$ cat src/rtl/cipher_uut_sequencer_if.sv
// Host-side request/result bundle between the autotest controller and the
// cipher UUT sequencer.
//   master : autotest controller (drives the test vector, reads the verdict)
//   slave  : cipher_uut_sequencer
// Signals: start/mode/block/key/expected (request), busy/done/pass/timeout/
// err/latency (status and verdict).
interface cipher_uut_sequencer_if #(
    parameter int unsigned BLOCK_W = 64,
    parameter int unsigned KEY_W   = 80,
    parameter int unsigned CNT_W   = 16
);
    logic               start;
    logic [1:0]         mode;
    logic [BLOCK_W-1:0] block;
    logic [KEY_W-1:0]   key;
    logic [BLOCK_W-1:0] expected;
    logic               busy;
    logic               done;
    logic               pass;
    logic               timeout;
    logic               err;
    logic [CNT_W-1:0]   latency;

    modport master (
        output start, mode, block, key, expected,
        input  busy, done, pass, timeout, err, latency
    );

    modport slave (
        input  start, mode, block, key, expected,
        output busy, done, pass, timeout, err, latency
    );
endinterface

$ cat src/rtl/cipher_uut_sequencer.sv
// Driver/checker for one block-cipher UUT. Each accepted start runs UUT reset,
// key schedule and the cipher operation (twice for encrypt-then-decrypt
// roundtrip), then compares the captured result and updates pass/fail counts.
// Ports:
//   clk, rst_n      : clock, asynchronous active-low reset
//   host            : request/verdict bundle (slave side)
//   rst_uut_o       : UUT reset, active-high
//   encdec_uut_o    : 1 encrypt, 0 decrypt
//   block_uut_o/key_uut_o : operands to the UUT
//   block_uut_i     : UUT result
//   end_*_uut_i     : UUT completion levels (key schedule, enc, dec)
//   sw_debug_i      : debug bank select
//   debug_o         : selected debug word
module cipher_uut_sequencer #(
    parameter int unsigned BLOCK_W        = 64,
    parameter int unsigned KEY_W          = 80,
    parameter int unsigned RST_CYCLES     = 4,
    parameter int unsigned TIMEOUT_CYCLES = 4096,
    parameter int unsigned CNT_W          = 16,
    parameter int unsigned DEBUG_W        = 32
) (
    input  logic                   clk,
    input  logic                   rst_n,
    cipher_uut_sequencer_if.slave  host,
    output logic                   rst_uut_o,
    output logic                   encdec_uut_o,
    output logic [BLOCK_W-1:0]     block_uut_o,
    output logic [KEY_W-1:0]       key_uut_o,
    input  logic [BLOCK_W-1:0]     block_uut_i,
    input  logic                   end_key_uut_i,
    input  logic                   end_enc_uut_i,
    input  logic                   end_dec_uut_i,
    input  logic [1:0]             sw_debug_i,
    output logic [DEBUG_W-1:0]     debug_o
);
    localparam int unsigned TIMER_MAX = (TIMEOUT_CYCLES > RST_CYCLES) ? TIMEOUT_CYCLES : RST_CYCLES;
    localparam int unsigned TIMER_W   = $clog2(TIMER_MAX + 1);
    localparam int unsigned CAP_EXT_W = 2 * DEBUG_W;

    typedef enum logic [2:0] {
        StIdle   = 3'd0,
        StRstUut = 3'd1,
        StKeygen = 3'd2,
        StOp     = 3'd3,
        StCheck  = 3'd4,
        StDone   = 3'd5
    } state_e;

    state_e             state_q, state_d;
    logic [TIMER_W-1:0] timer_q, timer_d;
    logic [CNT_W-1:0]   lat_q, lat_d;
    logic [CNT_W-1:0]   pass_cnt_q, pass_cnt_d;
    logic [CNT_W-1:0]   fail_cnt_q, fail_cnt_d;
    logic [BLOCK_W-1:0] blk_q, blk_d;
    logic [KEY_W-1:0]   key_q, key_d;
    logic [BLOCK_W-1:0] ref_q, ref_d;   // expected_i, or plaintext in roundtrip
    logic [BLOCK_W-1:0] cap_q, cap_d;
    logic               encdec_q, encdec_d;
    logic               rt_q, rt_d;
    logic               pass_q, pass_d;
    logic               timeout_q, timeout_d;
    logic               err_q, err_d;
    logic               op_end;
    logic               tmo_hit;
    logic [CAP_EXT_W-1:0] cap_ext;

    always_ff @(posedge clk or negedge rst_n) begin
        if (!rst_n) begin
            state_q    <= StIdle;
            timer_q    <= '0;
            lat_q      <= '0;
            pass_cnt_q <= '0;
            fail_cnt_q <= '0;
            blk_q      <= '0;
            key_q      <= '0;
            ref_q      <= '0;
            cap_q      <= '0;
            encdec_q   <= 1'b0;
            rt_q       <= 1'b0;
            pass_q     <= 1'b0;
            timeout_q  <= 1'b0;
            err_q      <= 1'b0;
        end else begin
            state_q    <= state_d;
            timer_q    <= timer_d;
            lat_q      <= lat_d;
            pass_cnt_q <= pass_cnt_d;
            fail_cnt_q <= fail_cnt_d;
            blk_q      <= blk_d;
            key_q      <= key_d;
            ref_q      <= ref_d;
            cap_q      <= cap_d;
            encdec_q   <= encdec_d;
            rt_q       <= rt_d;
            pass_q     <= pass_d;
            timeout_q  <= timeout_d;
            err_q      <= err_d;
        end
    end

    assign op_end  = encdec_q ? end_enc_uut_i : end_dec_uut_i;
    assign tmo_hit = (timer_q == TIMER_W'(TIMEOUT_CYCLES - 1));

    always_comb begin
        state_d    = state_q;
        timer_d    = timer_q;
        lat_d      = lat_q;
        pass_cnt_d = pass_cnt_q;
        fail_cnt_d = fail_cnt_q;
        blk_d      = blk_q;
        key_d      = key_q;
        ref_d      = ref_q;
        cap_d      = cap_q;
        encdec_d   = encdec_q;
        rt_d       = rt_q;
        pass_d     = pass_q;
        timeout_d  = timeout_q;
        err_d      = err_q;

        unique case (state_q)
            StIdle: begin
                if (host.start) begin
                    pass_d    = 1'b0;
                    timeout_d = 1'b0;
                    if (host.mode == 2'd3) begin
                        err_d   = 1'b1;
                        state_d = StDone;
                    end else begin
                        err_d    = 1'b0;
                        blk_d    = host.block;
                        key_d    = host.key;
                        ref_d    = (host.mode == 2'd2) ? host.block : host.expected;
                        encdec_d = (host.mode != 2'd1);
                        rt_d     = (host.mode == 2'd2);
                        timer_d  = '0;
                        state_d  = StRstUut;
                    end
                end
            end
            StRstUut: begin
                if (timer_q == TIMER_W'(RST_CYCLES - 1)) begin
                    timer_d = '0;
                    state_d = StKeygen;
                end else begin
                    timer_d = timer_q + TIMER_W'(1);
                end
            end
            StKeygen: begin
                if (end_key_uut_i) begin
                    timer_d = '0;
                    lat_d   = '0;
                    state_d = StOp;
                end else if (tmo_hit) begin
                    timeout_d  = 1'b1;
                    pass_d     = 1'b0;
                    fail_cnt_d = (fail_cnt_q == '1) ? fail_cnt_q : fail_cnt_q + CNT_W'(1);
                    state_d    = StDone;
                end else begin
                    timer_d = timer_q + TIMER_W'(1);
                end
            end
            StOp: begin
                if (op_end) begin
                    cap_d = block_uut_i;
                    if (rt_q && encdec_q) begin
                        // Roundtrip: ciphertext feeds the decrypt pass.
                        blk_d    = block_uut_i;
                        encdec_d = 1'b0;
                        timer_d  = '0;
                        state_d  = StRstUut;
                    end else begin
                        state_d = StCheck;
                    end
                end else if (tmo_hit) begin
                    timeout_d  = 1'b1;
                    pass_d     = 1'b0;
                    fail_cnt_d = (fail_cnt_q == '1) ? fail_cnt_q : fail_cnt_q + CNT_W'(1);
                    state_d    = StDone;
                end else begin
                    timer_d = timer_q + TIMER_W'(1);
                    lat_d   = (lat_q == '1) ? lat_q : lat_q + CNT_W'(1);
                end
            end
            StCheck: begin
                if (cap_q == ref_q) begin
                    pass_d     = 1'b1;
                    pass_cnt_d = (pass_cnt_q == '1) ? pass_cnt_q : pass_cnt_q + CNT_W'(1);
                end else begin
                    fail_cnt_d = (fail_cnt_q == '1) ? fail_cnt_q : fail_cnt_q + CNT_W'(1);
                end
                state_d = StDone;
            end
            StDone:  state_d = StIdle;
            default: state_d = StIdle;
        endcase
    end

    assign host.busy    = (state_q != StIdle) && (state_q != StDone);
    assign host.done    = (state_q == StDone);
    assign host.pass    = pass_q;
    assign host.timeout = timeout_q;
    assign host.err     = err_q;
    assign host.latency = lat_q;

    assign rst_uut_o    = (state_q == StIdle) || (state_q == StRstUut);
    assign encdec_uut_o = encdec_q;
    assign block_uut_o  = blk_q;
    assign key_uut_o    = key_q;

    always_comb begin
        cap_ext = CAP_EXT_W'(cap_q);
        case (sw_debug_i)
            2'd0:    debug_o = cap_ext[DEBUG_W-1:0];
            2'd1:    debug_o = cap_ext[CAP_EXT_W-1:DEBUG_W];
            2'd2:    debug_o = DEBUG_W'({state_q, lat_q});
            default: debug_o = DEBUG_W'({pass_cnt_q, fail_cnt_q});
        endcase
    end
endmodule

$ cat src/flat_wrapper.sv
// flat-port wrapper written by rule: the top's interface ports become plain ports
module cipher_uut_sequencer_flat 
#(
    parameter int unsigned BLOCK_W        = 64,
    parameter int unsigned KEY_W          = 80,
    parameter int unsigned RST_CYCLES     = 4,
    parameter int unsigned TIMEOUT_CYCLES = 4096,
    parameter int unsigned CNT_W          = 16,
    parameter int unsigned DEBUG_W        = 32
)
  (clk, rst_n, rst_uut_o, encdec_uut_o, block_uut_o, key_uut_o, block_uut_i, end_key_uut_i, end_enc_uut_i, end_dec_uut_i, sw_debug_i, debug_o, host_start, host_mode, host_block, host_key, host_expected, host_busy, host_done, host_pass, host_timeout, host_err, host_latency);
  cipher_uut_sequencer_if #(.BLOCK_W(BLOCK_W), .KEY_W(KEY_W), .CNT_W(CNT_W)) host_i ();
  input  logic clk;
  input  logic rst_n;
  output logic rst_uut_o;
  output logic encdec_uut_o;
  output logic [BLOCK_W-1:0] block_uut_o;
  output logic [KEY_W-1:0] key_uut_o;
  input  logic [BLOCK_W-1:0] block_uut_i;
  input  logic end_key_uut_i;
  input  logic end_enc_uut_i;
  input  logic end_dec_uut_i;
  input  logic [1:0] sw_debug_i;
  output logic [DEBUG_W-1:0] debug_o;
  input wire logic [$bits(host_i.start)-1:0] host_start;
  input wire logic [$bits(host_i.mode)-1:0] host_mode;
  input wire logic [$bits(host_i.block)-1:0] host_block;
  input wire logic [$bits(host_i.key)-1:0] host_key;
  input wire logic [$bits(host_i.expected)-1:0] host_expected;
  output wire logic [$bits(host_i.busy)-1:0] host_busy;
  output wire logic [$bits(host_i.done)-1:0] host_done;
  output wire logic [$bits(host_i.pass)-1:0] host_pass;
  output wire logic [$bits(host_i.timeout)-1:0] host_timeout;
  output wire logic [$bits(host_i.err)-1:0] host_err;
  output wire logic [$bits(host_i.latency)-1:0] host_latency;
  assign host_i.start = host_start;
  assign host_i.mode = host_mode;
  assign host_i.block = host_block;
  assign host_i.key = host_key;
  assign host_i.expected = host_expected;
  assign host_busy = host_i.busy;
  assign host_done = host_i.done;
  assign host_pass = host_i.pass;
  assign host_timeout = host_i.timeout;
  assign host_err = host_i.err;
  assign host_latency = host_i.latency;
  cipher_uut_sequencer #(.BLOCK_W(BLOCK_W), .KEY_W(KEY_W), .RST_CYCLES(RST_CYCLES), .TIMEOUT_CYCLES(TIMEOUT_CYCLES), .CNT_W(CNT_W), .DEBUG_W(DEBUG_W)) u_core (.clk(clk), .rst_n(rst_n), .host(host_i), .rst_uut_o(rst_uut_o), .encdec_uut_o(encdec_uut_o), .block_uut_o(block_uut_o), .key_uut_o(key_uut_o), .block_uut_i(block_uut_i), .end_key_uut_i(end_key_uut_i), .end_enc_uut_i(end_enc_uut_i), .end_dec_uut_i(end_dec_uut_i), .sw_debug_i(sw_debug_i), .debug_o(debug_o));
endmodule
$ cat config.mk
export PLATFORM = sky130hd
export DESIGN_NAME = cipher_uut_sequencer_flat
export DESIGN_NICKNAME = d
export VERILOG_FILES = /design/src/rtl/cipher_uut_sequencer_if.sv /design/src/rtl/cipher_uut_sequencer.sv /design/src/flat_wrapper.sv
export SDC_FILE = /design/constraint.sdc
export NUM_CORES = 1
export LEC_CHECK = 0
export BUFFER_PORTS_ARGS = -buffer_cell sky130_fd_sc_hd__buf_2
export CAP_MARGIN = 15
export CORE_MARGIN = 8
export CORE_UTILIZATION = 30
export CTS_BUF_LIST = sky130_fd_sc_hd__clkbuf_16
export CTS_CLUSTER_DIAMETER = 100
export DETAILED_ROUTE_END_ITERATION = 16
export SLEW_MARGIN = 5
export SYNTH_ARGS = -nofsm -noshare
export SYNTH_HDL_FRONTEND = slang
export SYNTH_SLANG_ARGS = --single-unit
$ cat constraint.sdc
create_clock -name clk -period 6.2 [get_ports clk]
set_input_delay 0.31 -clock clk [delete_from_list [all_inputs] [get_ports clk]]
set_output_delay 0.31 -clock clk [all_outputs]
set_load 0.05 [all_outputs]
==> results.ini <==
[run_status]
status = complete, no violations

[hold_path]
worst_hold_path.num_cells = 2
worst_hold_startpoint = block_uut_i[33]
worstHoldPathType = in2reg
whs_endpoint = u_core.cap_ext[33]$_DFFE_PN0P_

[detailed_routing]
dr_total_vias = 13900
post-route-drc-count = 0
postRouteAntennaNets = 0
route.detailed.wl_per_inst_um = 22.3
detail_route.first_pass.iterations = 5
detail_route.wirelength_mm = 63.4
post_drt_via_cell_ratio = 4.90
drtIter0Drc = 761

[global_routing]
grt_start_max_net_pins = 168
grt_overflow = 0
global_route_wire_length_before_repair_mm = 92.4
grt_util_all_layers = 0.200
antenna_found_initial = 10
first_global_vias = 14600

[flow_run]
cap_viol_max_count = 0

[cells_and_area]
register_area_mm2 = 0.00853
final_area_mm2 = 0.0217
multiInputGateArea_mm2 = 0.00731
n_fill_cell = 5259
drive_gt1_frac = 0.321
fin_nets = 2389
area_growth_syn_to_layout_pct = 34.3

[setup_path]
timing.rr.start = u_core.cap_ext[20]$_DFFE_PN0P_
crit-reg2reg-capture = u_core.pass_cnt_q[1]$_DFFE_PN0P_
timing.reg2reg.worst_path_depth = 6
setup.worst_path.end_class = register
worstSetupStartpointType = register
critical_path_class = reg2reg
ff2ff_setup_slack_ps = 2830
cp_data_arrival_time_ps = 3820
crit_path_max_fanout = 14
worst-endpoint-required_ps = 6650

[pwr]
static-leakage-power_nw = 10.8
power.share.sequential = 0.335
clkPwrFrac = 0.214
p_int_w = 0.00614
power_switching_w = 0.00537
comb_power_share = 0.451
power.density_mw_per_mm2 = 530
switching_share = 0.467
irDropWorstVdd_uv = 368

[floorplan]
die_h_um = 248
rows = 85
die_area_mm2 = 0.0617
floorplan.core_area_mm2 = 0.0536
initial_utilization = 0.302
number_of_i_o_pins = 481
fp.dieW_um = 248

[sta]
clock.fmax_ghz = 0.297
max-slew-margin-rel = 0.246
finalMaxSlewViolations = 0
unrepaired_setup_endpoints_after_global_routing = no
timing.final.crit_period_ps = 3370
hold_slack_ps = 22.3
finalHoldViolations = 0
finalClockSkew_ps = 22.7
setup_total_negative_slack_ps = 0
tightestPinTransition_ps = 1130
timing.final.setup_violations = 0
final.period_utilization = 0.544

[placement]
io_buffer_count = 480
detailedPlacementHpwl_mm = 48.0
detailed_place.area_mm2 = 0.0193
place.gp.congestion = 0.873

[yosys]
mappedNetlistArea_mm2 = 0.0162
netlist_top_cells_area = sky130_fd_sc_hd__dfrtp_1 (53%), sky130_fd_sc_hd__nand2_1 (9.5%), sky130_fd_sc_hd__mux2i_1 (7.9%)
synthCells = 1546
synth_async_sr_flop_share = 1.00
postSynthNetCount = 1832
synth_top_area_share = 0.527
synth_area_leader_cell = sky130_fd_sc_hd__dfrtp_1
ys_dominant_reg_cell = sky130_fd_sc_hd__dfrtp_1
syn_avg_cell_area_um2 = 10.5
proportion_of_synthesized_chip_area_in_sequential_cells = 0.527
ys_ff_latch = 341
count_of_flip_flops_with_a_built_in_enable_after_synthesis = 0
yosys_warnings = 0
yosysUniqueCellTypes = 59

[clock_tree]
clk_transition_reported_paths_ps = 60
cts_num_sinks = 341
cts.repair_timing.setup_buffer_count = 0
cts_tree = done
clkLatencyLatePin_ps = 570
numCtsBuffers = 42
hold_buffers = 105
cts_h_tree_depth = 2
clock_tree.root_cell = sky130_fd_sc_hd__clkbuf_16
cts_resized = 0
maximum_clock_path_buffer_count = 3

## how the worst max path moves through the flow
stage | start | endpoint | slack, ps | cells after the start
2_1_floorplan | u_core.state_q[2]$_DFFE_PN0P_ | u_core.block_uut_o[57]$_DFFE_PN0P_ | 3430 | 9
6_report | u_core.cap_ext[20]$_DFFE_PN0P_ | u_core.pass_cnt_q[1]$_DFFE_PN0P_ | 2830 | 6
5_1_grt | u_core.cap_ext[20]$_DFFE_PN0P_ | u_core.pass_cnt_q[12]$_DFFE_PN0P_ | 2700 | 7
3_5_place_dp | u_core.cap_ext[20]$_DFFE_PN0P_ | u_core.pass_cnt_q[1]$_DFFE_PN0P_ | 2780 | 6
3_3_place_gp | u_core.cap_ext[20]$_DFFE_PN0P_ | u_core.pass_cnt_q[1]$_DFFE_PN0P_ | 2810 | 6
4_1_cts | u_core.cap_ext[20]$_DFFE_PN0P_ | u_core.pass_cnt_q[1]$_DFFE_PN0P_ | 2760 | 6
## worst max-delay path, cell delays in order (launching register included)
cell and delay [ps]:
sky130_fd_sc_hd__dfrtp_1 440, sky130_fd_sc_hd__xnor2_1 350, sky130_fd_sc_hd__nand4_1 160, sky130_fd_sc_hd__nor4_1 550, sky130_fd_sc_hd__nand4_1 470, sky130_fd_sc_hd__a211oi_2 880
sky130_fd_sc_hd__mux2_2 410
## per-stage QoR
stage / setup WS, ps / total power [W] / utilization / cells
final: 2830 / 0.0115 / 0.406 / 2838
after global routing: 2700 / 0.0121 / 0.405 / 2833
after CTS: 2760 / 0.0116 / 0.405 / 2832
after detailed placement: 2780 / 0.00904 / 0.360 / 2650
after global placement: 2810 / 0.00895 / 0.360 / 2650
after floorplan: 3430 / 0.00744 / - / 1546
## flip-flops by register name, summed over array words and instances (netlist names)
register / cells
u_core.rt_q: 1
u_core.cap_ext: 64
u_core.host.timeout: 1
u_core.state_q: 3
u_core.pass_cnt_q: 16
u_core.encdec_uut_o: 1
u_core.host.pass: 1
u_core.timer_q: 13
u_core.host.latency: 16
u_core.fail_cnt_q: 16
u_core.host.err: 1
u_core.ref_q: 64
u_core.block_uut_o: 64
u_core.key_uut_o: 80
## cell usage after synthesis (2+ instances only)
library cell                count
sky130_fd_sc_hd__nor3_1         8
sky130_fd_sc_hd__and4_1         3
sky130_fd_sc_hd__o31ai_1        2
sky130_fd_sc_hd__mux2i_1      128
sky130_fd_sc_hd__and3_1         9
sky130_fd_sc_hd__a21oi_1       24
sky130_fd_sc_hd__o21ai_0      141
sky130_fd_sc_hd__and3_2         3
sky130_fd_sc_hd__a221oi_1       5
sky130_fd_sc_hd__buf_2         10
sky130_fd_sc_hd__nor2_1        41
sky130_fd_sc_hd__nand3_2        2
sky130_fd_sc_hd__buf_1         16
sky130_fd_sc_hd__buf_6          2
sky130_fd_sc_hd__or2b_1         2
sky130_fd_sc_hd__clkbuf_1      58
sky130_fd_sc_hd__or3_1          6
sky130_fd_sc_hd__and3b_1        2
sky130_fd_sc_hd__a31oi_1        2
sky130_fd_sc_hd__a2111oi_0      2
sky130_fd_sc_hd__nand2_1      410
sky130_fd_sc_hd__mux4_2        19
sky130_fd_sc_hd__nor4_1        10
sky130_fd_sc_hd__a22o_1        14
sky130_fd_sc_hd__a21o_1         5
sky130_fd_sc_hd__and2_1         6
sky130_fd_sc_hd__nand2b_1       5
sky130_fd_sc_hd__nor2b_1        2
sky130_fd_sc_hd__xnor2_1       83
sky130_fd_sc_hd__xor2_1        19
sky130_fd_sc_hd__mux2_2        82
sky130_fd_sc_hd__nand4_1       30
sky130_fd_sc_hd__dfrtp_1      341
sky130_fd_sc_hd__nand3_1       16
sky130_fd_sc_hd__inv_1          8
sky130_fd_sc_hd__nand3b_1       4
sky130_fd_sc_hd__ha_1           4
## cell usage in the layout, fill, tap and decap left out, types with 16 or more instances in the layout
| master | count |
|---|---|
| sky130_fd_sc_hd__a21oi_1 | 23 |
| sky130_fd_sc_hd__buf_2 | 479 |
| sky130_fd_sc_hd__clkbuf_16 | 43 |
| sky130_fd_sc_hd__dfrtp_1 | 341 |
| sky130_fd_sc_hd__dlygate4sd3_1 | 105 |
| sky130_fd_sc_hd__mux2_2 | 82 |
| sky130_fd_sc_hd__mux2i_1 | 128 |
| sky130_fd_sc_hd__mux4_2 | 19 |
| sky130_fd_sc_hd__nand2_1 | 410 |
| sky130_fd_sc_hd__nand3_1 | 16 |
| sky130_fd_sc_hd__nand4_1 | 30 |
| sky130_fd_sc_hd__nor2_1 | 41 |
| sky130_fd_sc_hd__o21ai_0 | 141 |
| sky130_fd_sc_hd__xnor2_1 | 83 |
| sky130_fd_sc_hd__xor2_1 | 19 |
## power by group through the flow
| stage | combinational [W] | sequential [W] | clock (W) |
|---|---|---|---|
| after global placement | 0.00512 | 0.00383 | 0 |
| final | 0.00519 | 0.00386 | 0.00247 |
| after detailed placement | 0.00518 | 0.00387 | 0 |
| after CTS | 0.00523 | 0.00385 | 0.00255 |
| after global routing | 0.00554 | 0.00397 | 0.00262 |
| after floorplan | 0.00223 | 0.00521 | 0 |
## layer usage
metal | vias up | part of all wire | wire [um] | GRT usage
met5 | - | 0.00043 | 27 | 0
met4 | 4 | 0.028 | 1790 | 0.0642
met3 | 87 | 0.098 | 6240 | 0.0714
met2 | 546 | 0.48 | 30600 | 0.339
met1 | 6846 | 0.39 | 24700 | 0.234
li1 | 6434 | - | - | -
## kinds of logic after synthesis
family | Yosys count | synth area share
buffers and inverters | 95 | 0.0240
muxes | 230 | 0.163
DFF | 341 | 0.527
xor gates and xnor gates | 102 | 0.0552
adders and majority gates | 4 | 0.00309
AOI/OAI and AO/OA | 206 | 0.0747
and+or+nand+nor | 568 | 0.153
## cell type report
cell class / instances / share of cell area
Clock inverter: 34 / 0.0138
Timing Repair Buffer: 600 / 0.166
Multi-Input combinational cell: 1110 / 0.336
Inverter: 8 / 0.00138
Antenna cell: 6 / 0.000691
Clock buffer: 43 / 0.0495
Sequential cell: 341 / 0.393
Tap cell: 696 / 0.0401
Note: power is estimated with default switching activity, not from simulation.
